**src/rtl/regfile_debug_port.sv**
```systemverilog
// rtl/regfile_debug_port.sv - debug initiator that dumps/loads the 32-entry register file over streams
module regfile_debug_port #(
  parameter int DATA_WIDTH = 32
) (
  input  logic                  clk,
  input  logic                  rst,
  input  logic                  dump_start,
  input  logic                  load_start,
  input  logic                  abort,
  output logic                  busy,
  output logic                  done,
  output logic [4:0]            rf_read_register,
  input  logic [DATA_WIDTH-1:0] rf_read_data,
  output logic [4:0]            rf_write_register,
  output logic [DATA_WIDTH-1:0] rf_write_data,
  output logic                  out_valid,
  input  logic                  out_ready,
  output logic [DATA_WIDTH-1:0] out_data,
  output logic [4:0]            out_index,
  input  logic                  in_valid,
  output logic                  in_ready,
  input  logic [DATA_WIDTH-1:0] in_data
);

  localparam int NUM_REGISTERS = 32;
  localparam int IDX_WIDTH     = $clog2(NUM_REGISTERS);
  localparam logic [IDX_WIDTH-1:0] LAST_IDX = IDX_WIDTH'(NUM_REGISTERS - 1);

  typedef enum logic [1:0] {
    S_IDLE       = 2'd0,
    S_DUMP_FETCH = 2'd1,
    S_DUMP_SEND  = 2'd2,
    S_LOAD       = 2'd3
  } state_t;

  state_t                  r_state;
  state_t                  w_next_state;
  logic [IDX_WIDTH-1:0]    r_idx;
  logic [DATA_WIDTH-1:0]   r_out_data;
  logic [IDX_WIDTH-1:0]    r_out_index;
  logic                    r_done;
  logic                    w_out_hs;
  logic                    w_in_hs;
  logic                    w_last;

  assign w_out_hs  = out_valid && out_ready;
  assign w_in_hs   = in_valid && in_ready;
  assign w_last    = (r_idx == LAST_IDX);
  assign out_data  = r_out_data;
  assign out_index = r_out_index;
  assign done      = r_done;

  always_ff @(posedge clk) begin
    if (rst) begin
      r_state     <= S_IDLE;
      r_idx       <= '0;
      r_out_data  <= '0;
      r_out_index <= '0;
      r_done      <= 1'b0;
    end else begin
      r_state <= w_next_state;
      // handshakes are already gated by abort, so an aborted op never pulses done
      r_done  <= (w_out_hs || w_in_hs) && w_last;
      case (r_state)
        S_IDLE: begin
          if (dump_start)      r_idx <= '0;
          else if (load_start) r_idx <= IDX_WIDTH'(1);
        end
        S_DUMP_FETCH: begin
          r_out_data  <= rf_read_data;
          r_out_index <= r_idx;
        end
        S_DUMP_SEND: if (w_out_hs && !w_last) r_idx <= r_idx + 1'b1;
        S_LOAD:      if (w_in_hs && !w_last)  r_idx <= r_idx + 1'b1;
        default: ;
      endcase
    end
  end

  always_comb begin
    w_next_state = r_state;
    case (r_state)
      S_IDLE: begin
        if (dump_start)      w_next_state = S_DUMP_FETCH;
        else if (load_start) w_next_state = S_LOAD;
      end
      S_DUMP_FETCH: w_next_state = abort ? S_IDLE : S_DUMP_SEND;
      S_DUMP_SEND: begin
        if (abort)         w_next_state = S_IDLE;
        else if (w_out_hs) w_next_state = w_last ? S_IDLE : S_DUMP_FETCH;
      end
      S_LOAD: begin
        if (abort)                  w_next_state = S_IDLE;
        else if (w_in_hs && w_last) w_next_state = S_IDLE;
      end
      default: w_next_state = S_IDLE;
    endcase
  end

  // rst gates the handshake outputs so a reset cycle can never write the register file
  always_comb begin
    busy              = (r_state != S_IDLE);
    out_valid         = (r_state == S_DUMP_SEND) && !abort && !rst;
    in_ready          = (r_state == S_LOAD) && !abort && !rst;
    rf_read_register  = (r_state == S_DUMP_FETCH) ? r_idx : '0;
    rf_write_register = '0;
    rf_write_data     = '0;
    if (in_valid && in_ready) begin
      rf_write_register = r_idx;
      rf_write_data     = in_data;
    end
  end

endmodule

```
**config.mk**
```make
export PLATFORM = sky130hd
export DESIGN_NAME = regfile_debug_port
export DESIGN_NICKNAME = d
export VERILOG_FILES = /design/src/rtl/regfile_debug_port.sv
export SDC_FILE = /design/constraint.sdc
export NUM_CORES = 1
export LEC_CHECK = 0
export CAP_MARGIN = 20
export CORE_MARGIN = 4
export CORE_UTILIZATION = 31
export CTS_CLUSTER_DIAMETER = 30
export DETAILED_ROUTE_END_ITERATION = 6
export PLACE_DENSITY_LB_ADDON = 0.05
export SLEW_MARGIN = 25
export SYNTH_ARGS = -nofsm -noshare
export SYNTH_HDL_FRONTEND = slang
export SYNTH_SLANG_ARGS = --single-unit
export TNS_END_PERCENT = 100
```
**constraint.sdc**
```tcl
create_clock -name clk -period 2.04 [get_ports clk]
set_input_delay 0.612 -clock clk [delete_from_list [all_inputs] [get_ports clk]]
set_output_delay 0.612 -clock clk [all_outputs]
set_load 0.005 [all_outputs]
```
==> impl_results.md, run 1 <==
* LEAKAGE at roughly 1.8 nW
* Mean routed wirelength per cell at 16.5 µm
* Vias in the first global route at between 2k and 2.5k
* Ant diodes at 0
* First-pass GRT wire length at roughly 13,000 µm
* Total power at between 2 and 2.5 mW
* Synth Area in Simple Gates at 0.331
* Starting DRT DRC Count at ~120
* Crit path capture type: output port
* CTS buffer count at 5
* Synth Area in Adders at 0.0120
* Syn nets at around 350
* DRT antenna net count at 0
* Yosys cell types at 36
* Crit path time final at ~2.3 ns
* Worst Tran Pin Value at 0.504 ns
* Most frequent cells in the layout: clkdlybuf4s50_1 (105), nand2_1 (75), dfxtp_1 (43)
* DRC errors left at 0
* Met2 Use GR at 0.349
* Largest net degree at the start of global routing at 46
* Final hold violations at 0
* Max-Cap Viols at 0
* 1st-pass router iterations at 4
* CTS tree: built
* Total congestion overflow at 0
* Area growth, synth to finish at 103%
* Design area at ~0.0042 mm²
* Post-synthesis mux area share at 0.0120
* CP startpoint: rst
* GR met1 Demand/Resource at 0.226
* Clock buffer depth at 2
* Fin crit share at 1.12
* Post-Syn Area at 0.00209 mm²
* Busiest metal layer after global routing: met2
* Main combinational cell family by area after synthesis: simple AND/OR/NAND/NOR gates
* Max IR drop VDD at about 0.34 mV
* Port Buffer Count at approximately 150
* Dpl cell area at 0.00374 mm²
* Dpl ws at -0.758 ns
* GR met3 Demand/Resource at 0.0684
* Final nets at 518
* Run status: complete, but fails checks
* Share of layout cells above drive strength 1 at 0.296
* Core area at 0.00646 mm²
* Post-synthesis compound-gate area fraction at 0.146
* Die W at about 90 µm
* Slew HR at 0.664
* Final HPWL DP at 5670 µm
* Setup WS post-layout at -0.248 ns
* Clock sink total at 45
* #FFs+latches synth at 45
* Crit path DAT at around 1.7 ns
* Min-delay worst type: register to register
* Htree depth at 2
* RD Place Congestion at approximately 0.75
* CP max FO at 5
* Initial Util at 0.324
* DIE AREA at between 0.008 and 0.009 mm²
* Vias per cell at about 4.7
* Pins over their slew limit at 0
* Reg-to-reg slack, setup at ~0.06 ns
* Placement Rows at 29
* Die height at roughly 90 µm
* Required time of the critical path at 1.43 ns
* Fmax at roughly 0.44 GHz
* Gr usage total at 0.197
* Min-Delay Path Depth at 2
* IO Count at 154
* Failing checks: negative setup slack
* WS Path Type: primary input to output port
* Register area share after synthesis at 0.431
* Worst R2R End: r_idx[0]
* Synthesized area per cell at between 7 and 8 µm²
* Clk root buf: clkbuf_8
* Unrepaired setup endpoints after global routing: true
* Initial antenna violation count at 0
* Vias at approximately 2.5k
* Skew-Pair Late Insertion Delay at around 0.29 ns
* Synth Instances at approximately 270
* Hold Path End: out_data[0]
* Final setup fails at 38
* Commonest non-fill, non-tap cell in the layout: clkdlybuf4s50_1
* RR Startpoint: r_idx[0]
* Final WL at between 8000 and 9000 µm
* Min-Delay Startpoint: out_data[0]
* Worst Setup Start Kind: primary input
* Worst r2r path cells at 6
* Layout Skew at slightly below 0.003 ns
* Clock slew seen by the registers of the worst setup and hold paths at 0.08 ns
* Yosys warns at 0
* PwrDens at 489 mW/mm²
* XOR/XNOR share of the synthesized area at 0
## kinds of logic (layout without fill, tap and decap cells)
| kind of cell | Yosys count | in the layout |
|---|---|---|
| adders and majority gates | 2 | 2 |
| AOI/OAI and AO/OA | 53 | 53 |
| and+or+nand+nor | 140 | 140 |
| buffers and inverters | 31 | 204 |
| DFF | 45 | 45 |
| muxes | 2 | 2 |
## registers in the layout (all words and copies together) (netlist names)
register,count
out_data,32
out_index,5
r_state,2
done,1
r_idx,5
## how the worst max path moves through the flow
stage | to | slack [ns] | cells after the start
2_1_floorplan | rf_write_data[10] | 0.02 | 5
6_report | rf_write_data[22] | -0.25 | 8
5_1_grt | rf_write_data[22] | -0.28 | 8
3_5_place_dp | rf_write_data[13] | -0.76 | 5
3_3_place_gp | rf_write_data[13] | -0.74 | 5
4_1_cts | rf_write_register[3] | -0.36 | 10
## cell usage after synthesis
cell type | n | area (µm²)
a41oi_1 | 1 | 8.76
nor4b_1 | 1 | 8.76
nand2b_1 | 2 | 12.5
a21oi_1 | 40 | 200
or3b_1 | 1 | 8.76
and3_1 | 1 | 6.26
nor2_1 | 4 | 15.0
nor2b_1 | 2 | 12.5
buf_1 | 1 | 3.75
nor3b_1 | 2 | 15.0
o41ai_1 | 1 | 8.76
o21ai_0 | 1 | 5.00
or2_1 | 1 | 6.26
nand2b_2 | 1 | 8.76
dfxtp_1 | 45 | 901
buf_2 | 15 | 75.1
and4b_1 | 1 | 10.0
or3b_4 | 1 | 11.3
a211o_1 | 2 | 17.5
or3_1 | 1 | 6.26
clkbuf_1 | 5 | 18.8
nand2_1 | 75 | 282
nor3_1 | 4 | 20.0
mux2_2 | 1 | 11.3
inv_1 | 9 | 33.8
or2_2 | 1 | 6.26
ha_1 | 2 | 25.0
a31oi_1 | 3 | 18.8
and2_1 | 37 | 231
nand4b_1 | 1 | 8.76
o221a_2 | 1 | 11.3
nor4_1 | 1 | 6.26
nand3_1 | 3 | 15.0
mux2i_2 | 1 | 13.8
o221ai_1 | 4 | 35.0
buf_6 | 1 | 11.3
## power by group
group / switching, mW / total, mW / leakage, nW / internal (mW)
clock network: 0.302 / 0.577 / 0.0512 / 0.275
logic: 0.218 / 0.538 / 1.35 / 0.320
registers: 0.0276 / 0.961 / 0.367 / 0.933
total: 0.547 / 2.08 / 1.77 / 1.53
## final cells by class
class / instances / area (µm²)
Fill cell: 541 / 2220
Timing Repair Buffer: 187 / 1960
Multi-Input combinational cell: 197 / 1150
Sequential cell: 45 / 903
Tap cell: 77 / 96.3
Clock buffer: 6 / 82.6
Inverter: 9 / 33.8
Clock inverter: 2 / 13.8
## worst max-delay path, stage by stage
cell	delay, ns
buf_8	0.10
nor2b_4	0.10
and4b_4	0.26
buf_6	0.12
buf_12	0.12
buf_16	0.11
and2_1	0.12
buf_2	0.12
## repair_timing
action,CTS,global route
gates cloned,7,0
pin swaps,33,2
endpoints found under the setup margin,45,43
setup buffers,14,2
hold buffers,0,0
resized for setup,238,29
## routing by layer
layer	up-vias	part of all wire
met5	-	0
met4	0	0.0067
met3	6	0.076
met2	112	0.51
met1	1111	0.40
li1	1238	-
## stage by stage
stage | utilization | TNS [ns] | hold WS [ns] | cells
after CTS | 0.652 | -10.27 | 0.457 | 526
final | 0.657 | -7.50 | 0.455 | 523
after detailed placement | 0.579 | -28.53 | 0.447 | 497
after floorplan | - | 0 | 0.453 | 273
after global placement | 0.579 | -28.05 | 0.440 | 497
after global routing | 0.657 | -8.79 | 0.474 | 523
Power figures use the tool's default switching activity.
==> run 2: changes to the inputs <==
--- a/config.mk
+++ b/config.mk
@@ -11,6 +11,7 @@
 export CTS_CLUSTER_DIAMETER = 30
 export DETAILED_ROUTE_END_ITERATION = 6
 export PLACE_DENSITY_LB_ADDON = 0.05
+export SKIP_LAST_GASP = 1
 export SLEW_MARGIN = 25
 export SYNTH_ARGS = -nofsm -noshare
 export SYNTH_HDL_FRONTEND = slang
==> run 2 against run 1 <==
Global-route usage unchanged. The run still ends with negative setup slack left. Combinational power about the same. Worst hold slack improved by 0.00063 ns. Flip-flop and latch count unchanged. First-iteration DRC count increased by 12%. Largest power group unchanged. Via count increased by 0.41%. Die area unchanged. Clock-buffer cell count unchanged. Maximum frequency about the same. Clock power about the same.
==> impl_results.md, run 2 (synthesis results as in run 1) <==
* Crit path largest cell delay at 0.26 ns (about the same)
* Placement Rows at 29 (unchanged)
* Design area at 0.00423 mm² (was 0.00424 mm²)
* First-pass GRT wire length at 12,900 µm (unchanged)
* Total congestion overflow at 0 (unchanged)
* Fillers at 542 (was 541)
* DRT antenna net count at 0 (unchanged)
* Starting DRT DRC Count at 131 (was 117)
* Area growth, synth to finish at 103% (about the same)
* Crit path DAT at 1.67 ns (was 1.68 ns)
* Unrepaired setup endpoints after global routing: true (unchanged)
* Clock buffer depth at 2 (unchanged)
* Die W at 90.1 µm (unchanged)
* Worst Setup Start Kind: primary input (unchanged)
* Clock sink total at 45 (unchanged)
* Clock slew seen by the registers of the worst setup and hold paths at 0.08 ns (about the same)
* Required time of the critical path at 1.43 ns (about the same)
* Clk root buf: clkbuf_8 (unchanged)
* Hold Path End: out_index[3] (was out_data[0])
* Final HPWL DP at 5670 µm (unchanged)
* Initial Util at 0.324 (unchanged)
* Final Util at 0.655 (was 0.657)
* WP buf/inv at 5 (unchanged)
* Dpl ws at -0.758 ns (unchanged)
* Dpl cell area at 0.00374 mm² (unchanged)
* Die height at 90.1 µm (unchanged)
* Share of layout cells above drive strength 1 at 0.296 (unchanged)
* Failing checks: negative setup slack (unchanged)
* Max reg flops at 32 (unchanged)
* Final WL at 8620 µm (was 8610 µm)
* Fmax at 0.437 GHz (about the same)
* RR Startpoint: r_idx[0] (unchanged)
* Vias per cell at 4.74 (was 4.72)
* Max IR drop VDD at 0.342 mV (about the same)
* Slew HR at 0.661 (was 0.664)
* Vias in the first global route at 2,310 (was 2,308)
* Crit path time final at 2.29 ns (about the same)
* DRC errors left at 0 (unchanged)
* PwrDens at 490 mW/mm² (was 489 mW/mm²)
* Vias at 2,477 (was 2,467)
* WP depth at 8 (unchanged)
* Min-Delay Startpoint: out_index[3] (was out_data[0])
* Skew-Pair Late Insertion Delay at 0.29 ns (about the same)
* 1st-pass router iterations at 6 (was 4)
* Htree depth at 2 (unchanged)
* LEAKAGE at 1.77 nW (about the same)
* Worst Tran Pin Value at 0.508 ns (was 0.504 ns)
* Max-Cap Viols at 0 (unchanged)
* Min-Delay Path Depth at 2 (unchanged)
* Reg-to-reg slack, setup at 0.07 ns (was 0.06 ns)
* CTS buffer count at 5 (unchanged)
* Initial antenna violation count at 0 (unchanged)
* Final setup fails at 38 (unchanged)
* Gr usage total at 0.197 (unchanged)
* Layout Skew at 0.00305 ns (was 0.00289 ns)
* Fin crit share at 1.12 (about the same)
* DIE AREA at 0.00812 mm² (unchanged)
* Pins over their slew limit at 0 (unchanged)
* Worst r2r path cells at 6 (unchanged)
* Largest net degree at the start of global routing at 46 (unchanged)
* Hold bufs inserted after CTS at 0 (unchanged)
* Ant diodes at 0 (unchanged)
* Run status: complete, but fails checks (unchanged)
* IO Count at 154 (unchanged)
* Most frequent cells in the layout: clkdlybuf4s50_1 (105), nand2_1 (75), dfxtp_1 (43) (unchanged)
* Port Buffer Count at 153 (unchanged)
* Commonest non-fill, non-tap cell in the layout: clkdlybuf4s50_1 (unchanged)
* Mean routed wirelength per cell at 16.5 µm (about the same)
* Crit path capture type: output port (unchanged)
* Core area at 0.00646 mm² (unchanged)
* Final nets at 518 (unchanged)
* Setup WS post-layout at -0.247 ns (was -0.248 ns)
* Slowest stage cell, crit path: and4b_4 (unchanged)
* CTS tree: built (unchanged)
* Min-delay worst type: register to register (unchanged)
* CP cell instances: buf_8 -> nor2b_4 -> and4b_4 -> buf_6 -> buf_12 -> buf_16 -> and2_1 -> buf_2 (unchanged)
* Final hold violations at 0 (unchanged)
* CP max FO at 5 (unchanged)
* Worst R2R End: r_idx[0] (unchanged)
* Crit path max-delay family: buffers and inverters (unchanged)
* RD Place Congestion at 0.753 (unchanged)
* WS Path Type: primary input to output port (unchanged)
[run 2: cell types whose count changed in the layout (fill, tap and decap cells not counted), sizes merged]
| cell | change |
|---|---|
| clkbuf | +1 |
| clkdlybuf4s15 | -1 |
[run 2: how the worst max path moves through the flow]
stage / from / end / slack [ns]
5_1_grt: rst / rf_write_data[22] / -0.28
3_3_place_gp: in_valid / rf_write_data[13] / -0.74
4_1_cts: rst / rf_write_register[3] / -0.36
6_report: rst / rf_write_data[22] / -0.25
3_5_place_dp: in_valid / rf_write_data[13] / -0.76
2_1_floorplan: rst / rf_write_data[10] / 0.02
[run 2: final cells by class]
cell class / count / area, µm² / share of cell area
inverters: 9 / 33.8 / 0.00798
repair buffers: 187 / 1950 / 0.460
clock inverters: 2 / 13.8 / 0.00325
multi-input cells: 197 / 1150 / 0.273
clock buffers: 6 / 82.6 / 0.0195
flip-flops and latches: 45 / 903 / 0.213
well taps: 77 / 96.3 / 0.0228
[run 2: routing by layer]
| metal | vias to the layer above | global-route usage | wire [µm] |
|---|---|---|---|
| li1 | 1237 | - | - |
| met3 | 6 | 0.0684 | 660 |
| met4 | 0 | 0.0459 | 58 |
| met1 | 1118 | 0.226 | 3470 |
| met2 | 116 | 0.349 | 4430 |
| met5 | - | 0 | 0 |
[run 2: where the power goes]
part           internal, mW  switching [mW]
Sequential            0.933          0.0276
Combinational         0.319           0.219
Clock                 0.275           0.300
[run 2: tightest hold or removal path, cell delays in order, from the launching register on]
cell and delay (ns):
dfxtp_1 0.31, nand2_1 0.05, a21oi_1 0.05
[run 2: what timing repair did]
| item | 4_1_cts | 5_1_grt |
|---|---|---|
| gates resized for setup | 235 | 31 |
| cloned | 7 | 0 |
| setup endpoints to repair | 45 | 43 |
| setup buffers | 14 | 2 |
| pin swaps | 33 | 2 |
[run 2: through the flow]
stage          hold slack, ns  power [mW]  std cells  TNS, ns
6_report                0.456        2.07        523    -7.45
5_1_grt                 0.474        2.19        523    -8.70
3_5_place_dp            0.447        1.48        497   -28.53
4_1_cts                 0.457        2.09        526   -10.32
3_3_place_gp            0.440        1.47        497   -28.05
2_1_floorplan           0.453        1.17        273        0
==> run 3: changes to the inputs <==
--- a/config.mk
+++ b/config.mk
@@ -12,7 +12,7 @@
 export DETAILED_ROUTE_END_ITERATION = 6
 export PLACE_DENSITY_LB_ADDON = 0.05
 export SKIP_LAST_GASP = 1
-export SLEW_MARGIN = 25
+export SLEW_MARGIN = 10
 export SYNTH_ARGS = -nofsm -noshare
 export SYNTH_HDL_FRONTEND = slang
 export SYNTH_SLANG_ARGS = --single-unit
==> results of run 3 <==
Same layout as run 2: the final DEF is identical, and so are final timing and power.
